===== config.mk =====
export PLATFORM = sky130hd
export DESIGN_NAME = sync_divergence_monitor_flat
export DESIGN_NICKNAME = d
export VERILOG_FILES = /design/src/rtl/sync_mon_pkg.sv /design/src/rtl/sync_mon_if.sv /design/src/rtl/sync_mon_lane.sv /design/src/rtl/sync_divergence_monitor.sv /design/src/flat_wrapper.sv
export SDC_FILE = /design/constraint.sdc
export NUM_CORES = 1
export LEC_CHECK = 0
export CAP_MARGIN = 30
export CORE_AREA = 4 4 165 167
export CTS_CLUSTER_DIAMETER = 50
export DETAILED_ROUTE_END_ITERATION = 12
export DIE_AREA = 0 0 169 171
export SLEW_MARGIN = 20
export SYNTH_ARGS = -nofsm -noshare
export SYNTH_HDL_FRONTEND = slang
export SYNTH_SLANG_ARGS = --single-unit

===== constraint.sdc =====
create_clock -name clock -period 6.6 [get_ports clock]
set_input_delay 1.32 -clock clock [delete_from_list [all_inputs] [get_ports clock]]
set_output_delay 1.32 -clock clock [all_outputs]
set_load 0.005 [all_outputs]

===== src/rtl/sync_mon_pkg.sv =====
// Shared state encoding and done-marker constant for the
// lock-step divergence monitor.
package sync_mon_pkg;

   typedef enum logic [1:0] {
      SYNC     = 2'd0,
      DIVERGED = 2'd1,
      DONE     = 2'd2,
      TIMEOUT  = 2'd3
   } state_e;

   localparam logic [31:0] DONE_INST_DEF = 32'h0030_2013;

endpackage


===== src/rtl/sync_mon_if.sv =====
// Probe/commit inputs and status outputs of the divergence
// monitor; master = harness side, slave = monitor side.
interface sync_mon_if #(
   parameter int NUM_CH = 2,
   parameter int CH_W   = 64,
   parameter int INST_W = 32,
   parameter int CNT_W  = 32
);

   logic [NUM_CH-1:0]      ch_enable;
   logic [NUM_CH-1:0]      dut_valid;
   logic [NUM_CH*CH_W-1:0] dut_data;
   logic [NUM_CH-1:0]      vnt_valid;
   logic [NUM_CH*CH_W-1:0] vnt_data;
   logic                   dut_commit_valid;
   logic [INST_W-1:0]      dut_commit_inst;
   logic                   vnt_commit_valid;
   logic [INST_W-1:0]      vnt_commit_inst;
   logic [CNT_W-1:0]       timeout_limit;

   logic                   sync;
   logic [NUM_CH-1:0]      diverge_ch;
   logic [CNT_W-1:0]       diverge_cycle;
   logic                   dut_done;
   logic                   vnt_done;
   logic                   finished;
   logic                   timeout;
   logic [CNT_W-1:0]       resync_count;

   modport master (
      output ch_enable, dut_valid, dut_data,
      output vnt_valid, vnt_data,
      output dut_commit_valid, dut_commit_inst,
      output vnt_commit_valid, vnt_commit_inst,
      output timeout_limit,
      input  sync, diverge_ch, diverge_cycle,
      input  dut_done, vnt_done, finished,
      input  timeout, resync_count
   );

   modport slave (
      input  ch_enable, dut_valid, dut_data,
      input  vnt_valid, vnt_data,
      input  dut_commit_valid, dut_commit_inst,
      input  vnt_commit_valid, vnt_commit_inst,
      input  timeout_limit,
      output sync, diverge_ch, diverge_cycle,
      output dut_done, vnt_done, finished,
      output timeout, resync_count
   );

endinterface


===== src/rtl/sync_mon_lane.sv =====
// One compare lane: flags a valid or data difference on an
// enabled channel; data is don't-care when both valids are low.
module sync_mon_lane #(
   parameter int CH_W = 64
) (
   input  logic            en_i,
   input  logic            dut_valid_i,
   input  logic [CH_W-1:0] dut_data_i,
   input  logic            vnt_valid_i,
   input  logic [CH_W-1:0] vnt_data_i,
   output logic            mismatch_o
);

   logic vld_diff;
   logic dat_diff;

   assign vld_diff   = dut_valid_i != vnt_valid_i;
   assign dat_diff   = dut_valid_i && (dut_data_i != vnt_data_i);
   assign mismatch_o = en_i && (vld_diff || dat_diff);

endmodule


===== src/rtl/sync_divergence_monitor.sv =====
// Lock-step DUT/variant divergence monitor with done/timeout
// tracking; SYNC_MON_RESYNC_EN enables return to lock-step.
module sync_divergence_monitor
   import sync_mon_pkg::*;
#(
`ifdef SYNC_MON_RESYNC_EN
   parameter int RESYNC_CYCLES = 16,
`endif
   parameter int                NUM_CH    = 2,
   parameter int                CH_W      = 64,
   parameter int                INST_W    = 32,
   parameter logic [INST_W-1:0] DONE_INST = INST_W'(DONE_INST_DEF),
   parameter int                CNT_W     = 32
) (
   input logic       clock,
   input logic       reset,
   sync_mon_if.slave bus
);

   function automatic logic [CNT_W-1:0] sat_inc(
      input logic [CNT_W-1:0] v
   );
      return (&v) ? v : v + CNT_W'(1);
   endfunction

   logic [NUM_CH-1:0] mis;

   for (genvar i = 0; i < NUM_CH; i++) begin : g_lane
      sync_mon_lane #(.CH_W(CH_W)) u_lane (
         .en_i       (bus.ch_enable[i]),
         .dut_valid_i(bus.dut_valid[i]),
         .dut_data_i (bus.dut_data[i*CH_W +: CH_W]),
         .vnt_valid_i(bus.vnt_valid[i]),
         .vnt_data_i (bus.vnt_data[i*CH_W +: CH_W]),
         .mismatch_o (mis[i])
      );
   end

   state_e            state_q, state_d;
   logic [CNT_W-1:0]  cyc_q, cyc_d;
   logic [CNT_W-1:0]  div_q, div_d;
   logic [CNT_W-1:0]  dcyc_q, dcyc_d;
   logic [NUM_CH-1:0] dch_q, dch_d;
   logic              dd_q, dd_d;
   logic              vd_q, vd_d;

   logic any_mis;
   logic dut_hit;
   logic vnt_hit;
   logic dd_nx;
   logic vd_nx;
   logic tmo_hit;

   assign any_mis = |mis;
   assign dut_hit = bus.dut_commit_valid &&
                    (bus.dut_commit_inst == DONE_INST);
   assign vnt_hit = bus.vnt_commit_valid &&
                    (bus.vnt_commit_inst == DONE_INST);
   assign dd_nx   = dd_q || dut_hit;
   assign vd_nx   = vd_q || vnt_hit;
   assign tmo_hit = (bus.timeout_limit != '0) &&
                    (div_q == bus.timeout_limit - CNT_W'(1));

`ifdef SYNC_MON_RESYNC_EN
   logic [CNT_W-1:0] match_q, match_d;
   logic [CNT_W-1:0] rs_q, rs_d;
   logic             quiet;
   logic             rs_hit;

   assign quiet  = !any_mis && !dd_nx && !vd_nx;
   assign rs_hit = quiet &&
                   (match_q == CNT_W'(RESYNC_CYCLES - 1));
`endif

   always_comb begin
      state_d = state_q;
      cyc_d   = sat_inc(cyc_q);
      div_d   = div_q;
      dcyc_d  = dcyc_q;
      dch_d   = dch_q;
      dd_d    = dd_q;
      vd_d    = vd_q;
`ifdef SYNC_MON_RESYNC_EN
      match_d = '0;
      rs_d    = rs_q;
`endif
      unique case (state_q)
         SYNC: begin
            if (any_mis) begin
               state_d = DIVERGED;
               dch_d   = mis;
               dcyc_d  = cyc_q;
               div_d   = '0;
            end
         end
         DIVERGED: begin
            div_d = sat_inc(div_q);
            dd_d  = dd_nx;
            vd_d  = vd_nx;
`ifdef SYNC_MON_RESYNC_EN
            match_d = quiet ? sat_inc(match_q) : '0;
`endif
            // done has priority over a coincident timeout
            if (dd_nx && vd_nx) begin
               state_d = DONE;
            end else if (tmo_hit) begin
               state_d = TIMEOUT;
`ifdef SYNC_MON_RESYNC_EN
            end else if (rs_hit) begin
               state_d = SYNC;
               dch_d   = '0;
               dcyc_d  = '0;
               div_d   = '0;
               match_d = '0;
               rs_d    = sat_inc(rs_q);
`endif
            end
         end
         default: ;
      endcase
   end

   always_ff @(posedge clock) begin
      if (!reset) begin
         state_q <= SYNC;
         cyc_q   <= '0;
         div_q   <= '0;
         dcyc_q  <= '0;
         dch_q   <= '0;
         dd_q    <= 1'b0;
         vd_q    <= 1'b0;
`ifdef SYNC_MON_RESYNC_EN
         match_q <= '0;
         rs_q    <= '0;
`endif
      end else begin
         state_q <= state_d;
         cyc_q   <= cyc_d;
         div_q   <= div_d;
         dcyc_q  <= dcyc_d;
         dch_q   <= dch_d;
         dd_q    <= dd_d;
         vd_q    <= vd_d;
`ifdef SYNC_MON_RESYNC_EN
         match_q <= match_d;
         rs_q    <= rs_d;
`endif
      end
   end

   assign bus.sync          = state_q == SYNC;
   assign bus.diverge_ch    = dch_q;
   assign bus.diverge_cycle = dcyc_q;
   assign bus.dut_done      = dd_q;
   assign bus.vnt_done      = vd_q;
   assign bus.finished      = (state_q == DONE) ||
                              (state_q == TIMEOUT);
   assign bus.timeout       = state_q == TIMEOUT;
`ifdef SYNC_MON_RESYNC_EN
   assign bus.resync_count  = rs_q;
`else
   assign bus.resync_count  = '0;
`endif

endmodule


===== src/flat_wrapper.sv =====
// flat-port wrapper written by rule: the top's interface ports become plain ports
module sync_divergence_monitor_flat import sync_mon_pkg::*;
#(

   parameter int                NUM_CH    = 2,
   parameter int                CH_W      = 64,
   parameter int                INST_W    = 32,
   parameter logic [INST_W-1:0] DONE_INST = INST_W'(DONE_INST_DEF),
   parameter int                CNT_W     = 32
)
  (clock, reset, bus_ch_enable, bus_dut_valid, bus_dut_data, bus_vnt_valid, bus_vnt_data, bus_dut_commit_valid, bus_dut_commit_inst, bus_vnt_commit_valid, bus_vnt_commit_inst, bus_timeout_limit, bus_sync, bus_diverge_ch, bus_diverge_cycle, bus_dut_done, bus_vnt_done, bus_finished, bus_timeout, bus_resync_count);
  sync_mon_if #(.NUM_CH(NUM_CH), .CH_W(CH_W), .INST_W(INST_W), .CNT_W(CNT_W)) bus_i ();
  input logic clock;
  input logic reset;
  input wire logic [$bits(bus_i.ch_enable)-1:0] bus_ch_enable;
  input wire logic [$bits(bus_i.dut_valid)-1:0] bus_dut_valid;
  input wire logic [$bits(bus_i.dut_data)-1:0] bus_dut_data;
  input wire logic [$bits(bus_i.vnt_valid)-1:0] bus_vnt_valid;
  input wire logic [$bits(bus_i.vnt_data)-1:0] bus_vnt_data;
  input wire logic [$bits(bus_i.dut_commit_valid)-1:0] bus_dut_commit_valid;
  input wire logic [$bits(bus_i.dut_commit_inst)-1:0] bus_dut_commit_inst;
  input wire logic [$bits(bus_i.vnt_commit_valid)-1:0] bus_vnt_commit_valid;
  input wire logic [$bits(bus_i.vnt_commit_inst)-1:0] bus_vnt_commit_inst;
  input wire logic [$bits(bus_i.timeout_limit)-1:0] bus_timeout_limit;
  output wire logic [$bits(bus_i.sync)-1:0] bus_sync;
  output wire logic [$bits(bus_i.diverge_ch)-1:0] bus_diverge_ch;
  output wire logic [$bits(bus_i.diverge_cycle)-1:0] bus_diverge_cycle;
  output wire logic [$bits(bus_i.dut_done)-1:0] bus_dut_done;
  output wire logic [$bits(bus_i.vnt_done)-1:0] bus_vnt_done;
  output wire logic [$bits(bus_i.finished)-1:0] bus_finished;
  output wire logic [$bits(bus_i.timeout)-1:0] bus_timeout;
  output wire logic [$bits(bus_i.resync_count)-1:0] bus_resync_count;
  assign bus_i.ch_enable = bus_ch_enable;
  assign bus_i.dut_valid = bus_dut_valid;
  assign bus_i.dut_data = bus_dut_data;
  assign bus_i.vnt_valid = bus_vnt_valid;
  assign bus_i.vnt_data = bus_vnt_data;
  assign bus_i.dut_commit_valid = bus_dut_commit_valid;
  assign bus_i.dut_commit_inst = bus_dut_commit_inst;
  assign bus_i.vnt_commit_valid = bus_vnt_commit_valid;
  assign bus_i.vnt_commit_inst = bus_vnt_commit_inst;
  assign bus_i.timeout_limit = bus_timeout_limit;
  assign bus_sync = bus_i.sync;
  assign bus_diverge_ch = bus_i.diverge_ch;
  assign bus_diverge_cycle = bus_i.diverge_cycle;
  assign bus_dut_done = bus_i.dut_done;
  assign bus_vnt_done = bus_i.vnt_done;
  assign bus_finished = bus_i.finished;
  assign bus_timeout = bus_i.timeout;
  assign bus_resync_count = bus_i.resync_count;
  sync_divergence_monitor #(.NUM_CH(NUM_CH), .CH_W(CH_W), .INST_W(INST_W), .DONE_INST(DONE_INST), .CNT_W(CNT_W)) u_core (.clock(clock), .reset(reset), .bus(bus_i));
endmodule

==> key figures <==
Run status
  • Status: finished clean

Power and ir drop
  • Leak: 4.21 nW
  • NetSw: just over 0.4 mW
  • Pint: ~1.2 mW
  • Combinational share of power: 0.273
  • Clock Power Share: 0.345
  • Flop pwr share: 0.382
  • Cell Pwr Density: 136 nW/um^2
  • Switching Share: 0.248
  • Max IR drop VDD: 0.119 mV

Clocking
  • Clock Pin Slew Worst Setup and Hold Paths: around 0.07 ns
  • CTS Hold Bufs: 0
  • Skew-Pair Late Insertion Delay: 0.35 ns
  • Clock buffer depth: 2
  • CTS tree: built
  • # H-tree levels: 3
  • Clock Sinks: 102
  • Postcts setup bufs: 0
  • Root Buffer: clkbuf_16
  • CTS Buf Count: 9
  • Post_cts resized: 0

Floorplanning
  • I/O pin cnt: 433
  • Cell Rows: 59
  • Die Wd: 169 um
  • Initial Utilization: 0.289
  • Chip height: 171 um
  • Die area: 28,900 um^2
  • Core ar.: between 20,000 and 30,000 um^2

Worst setup path
  • CP arrival: around 4.4 ns
  • Slowest stage cell, crit path: or4_1
  • Worst EP required: between 6 and 7 ns
  • CP Max Fanout: 5
  • CP Capture Type: flip-flop
  • CP Class: in -> reg
  • CP dominant cell by count: mux2i_1
  • Critical-path cell list: clkdlybuf4s50_1 -> inv_1 -> ha_1 -> or4b_1 -> or3_1 -> or4_1 -> mux2i_1 -> mux2i_1 -> a21oi_1 -> nor3_1 -> a31o_1
  • Max incr delay on CP: 0.53 ns
  • Crit path launch type: input pin

Layout
  • P&R area growth vs syn: 61.2%
  • Layout cells sized above 1: 0.0389
  • NumNets Final: 1,671

Worst hold path
  • Worst Hold Class: reg -> reg

Timing
  • Hold_ws: approximately 0.47 ns
  • RSZ-0062 raised after global routing: no
  • Minimum clock period: 4.14 ns
  • Setup violators final: 0
  • Max Clk Rate: about 0.24 GHz
  • Setup TNS: 0 ns
  • Worst-margin pin slew: 0.877 ns
  • Max Slew Vio Count: 0
  • Clock Skews: 0.00673 ns
  • Slew margin rel.: 0.414
  • Final Hold Vio Count: 0
  • Tcrit/Tclk final: 0.628

Yosys
  • Number of flops mapped to enable cells by yosys: 0
  • Mapped Area: 7450 um^2
  • Post-synthesis register bit count: 102
  • Prevailing post-synth register cell: dfxtp_1
  • Syn Area/Cell: 8.09 um^2
  • Post-synthesis async set-or-reset flop share: 0
  • Synth warn: 0
  • Cell variety after synth: 63
  • Post-synthesis sequential area ratio: 0.274
  • Mapped Cells: 921

Routing
  • Detailed-route via count: about 7,900
  • Vias per inst: between 4 and 5
  • DR iter-0 viols: 519
  • First-pass DRT Iterations: 7
  • DRC viols: 0
  • DR WL/cell: 19.4 um
  • WL final: 32,000 um
  • Final antenna-violating net count: 0

GRT
  • Number of global-route vias before repair: 7,807
  • First-pass GRT wire length: 45,900 um
  • Total gr overflow: 0
  • Initial antenna violation count: 7
  • GRT Total Usage: 0.208
  • Pin count of the biggest net entering global routing: 71

Job
  • Max capacitance violation total: 0

Placed design
  • DP HPWL: between 20,000 and 30,000 um
  • GP Congestion: slightly above 0.9
  • Port bufs: 400
==> cell usage in the layout, fill, tap and decap left out, types with 4 or more instances in the layout <==
cell type,count
or4_1,7
nand3_1,33
nor2_1,120
a31o_2,7
mux2i_1,42
inv_1,45
nand4_1,55
o221ai_1,6
a311oi_1,4
and2_1,5
a22o_1,5
xnor2_1,145
clkdlybuf4s50_1,400
nor4_1,29
buf_4,5
nand2b_1,8
nand2_1,33
and3_1,11
conb_1,32
clkbuf_16,9
xor2_1,39
o22ai_1,6
o21ai_0,11
nor3_1,17
mux2_2,9
nand3b_1,4
a21oi_1,25
nor4b_1,6
and4_1,7
dfxtp_1,102
or3_1,11
nor2b_1,7
a31oi_1,11
==> sequential cells by signal (all words and copies together) (netlist names) <==
signal                    flops
u_core.bus.diverge_cycle     32
u_core.div_q                 32
u_core.state_q                2
u_core.bus.diverge_ch         2
u_core.bus.dut_done           1
u_core.bus.vnt_done           1
u_core.cyc_q                 32
==> routing by layer <==
metal	routed length, um	up-vias	part of all wire	global-route usage
met2	15000	297	0.47	0.348
met5	47	-	0.0015	0
met1	14200	3645	0.44	0.272
met4	299	8	0.0093	0.0354
met3	2480	24	0.077	0.0589
li1	-	3964	-	-
==> final timing paths <==
kind,startpoint,end,slack [ns],depth (start not counted)
min reg2reg,u_core.bus.diverge_ch[1],u_core.bus.diverge_ch[1],0.47,2
max reg2reg,u_core.div_q[3],u_core.div_q[16],2.99,8
max,bus_timeout_limit[0],u_core.state_q[1],2.46,11
min,u_core.bus.diverge_ch[1],u_core.bus.diverge_ch[1],0.47,2
==> power groups by stage <==
| stage | combinational [mW] | sequential, mW | clock, mW |
|---|---|---|---|
| after global routing | 0.477 | 0.627 | 0.604 |
| after floorplan | 0.173 | 0.639 | 0 |
| final | 0.447 | 0.626 | 0.565 |
| after global placement | 0.443 | 0.641 | 0 |
| after detailed placement | 0.446 | 0.641 | 0 |
| after CTS | 0.449 | 0.627 | 0.577 |
==> critical path, delay by kind of cell <==
family | cells | cell delay [ns]
adders and majority gates | 1 | 0.24
muxes | 2 | 0.29
AOI/OAI and AO/OA | 2 | 0.25
buffers and inverters | 2 | 0.55
and+or+nand+nor | 4 | 1.77
==> final cells by class <==
cell class	instances	area [um^2]
fill	2576	13800
multi-input combinational	741	5000
timing repair buffer	406	4060
sequential	102	2040
tap	335	419
clock buffer	9	225
inverter	46	173
clock inverter	6	87.6
antenna	3	7.51
==> cell usage after synthesis (all sizes together), types with 11 or more instances <==
cell,number,share of area
dfxtp,102,0.27
xor2,39,0.046
or3,12,0.011
buf,40,0.037
nor4,32,0.031
o21ai,13,0.0087
nand2,34,0.017
clkbuf,23,0.012
a31oi,11,0.0092
nand4,55,0.046
nand3,33,0.022
and3,11,0.0092
xnor2,145,0.17
nor3,18,0.013
a21oi,25,0.017
nor2,120,0.060
inv,46,0.023
mux2i,42,0.056
==> through the flow <==
step	power, mW	worst slack (ns)	instance area, um^2	std cells	utilization
floorplan	0.811	2.93	7570	952	-
global placement	1.08	2.12	11700	1628	0.453
detailed placement	1.09	2.09	11700	1630	0.454
CTS	1.65	2.46	12000	1645	0.466
global route	1.71	2.27	12000	1647	0.466
finish	1.64	2.46	12000	1648	0.466
==> kinds of logic (layout without fill, tap and decap cells) <==
group / count (synthesis) / after routing / synth area share
adder cells (fa/ha/maj): 3 / 3 / 0.00504
flip-flops: 102 / 102 / 0.274
XOR/XNOR: 184 / 184 / 0.216
multiplexers: 51 / 51 / 0.0700
AND/OR/NAND/NOR: 372 / 372 / 0.271
AO/OA/AOI/OAI: 99 / 99 / 0.0910
other: 1 / 35 / 0.000503
buffers and inverters: 109 / 467 / 0.0724
No activity file was read; power rests on OpenSTA's default activity.
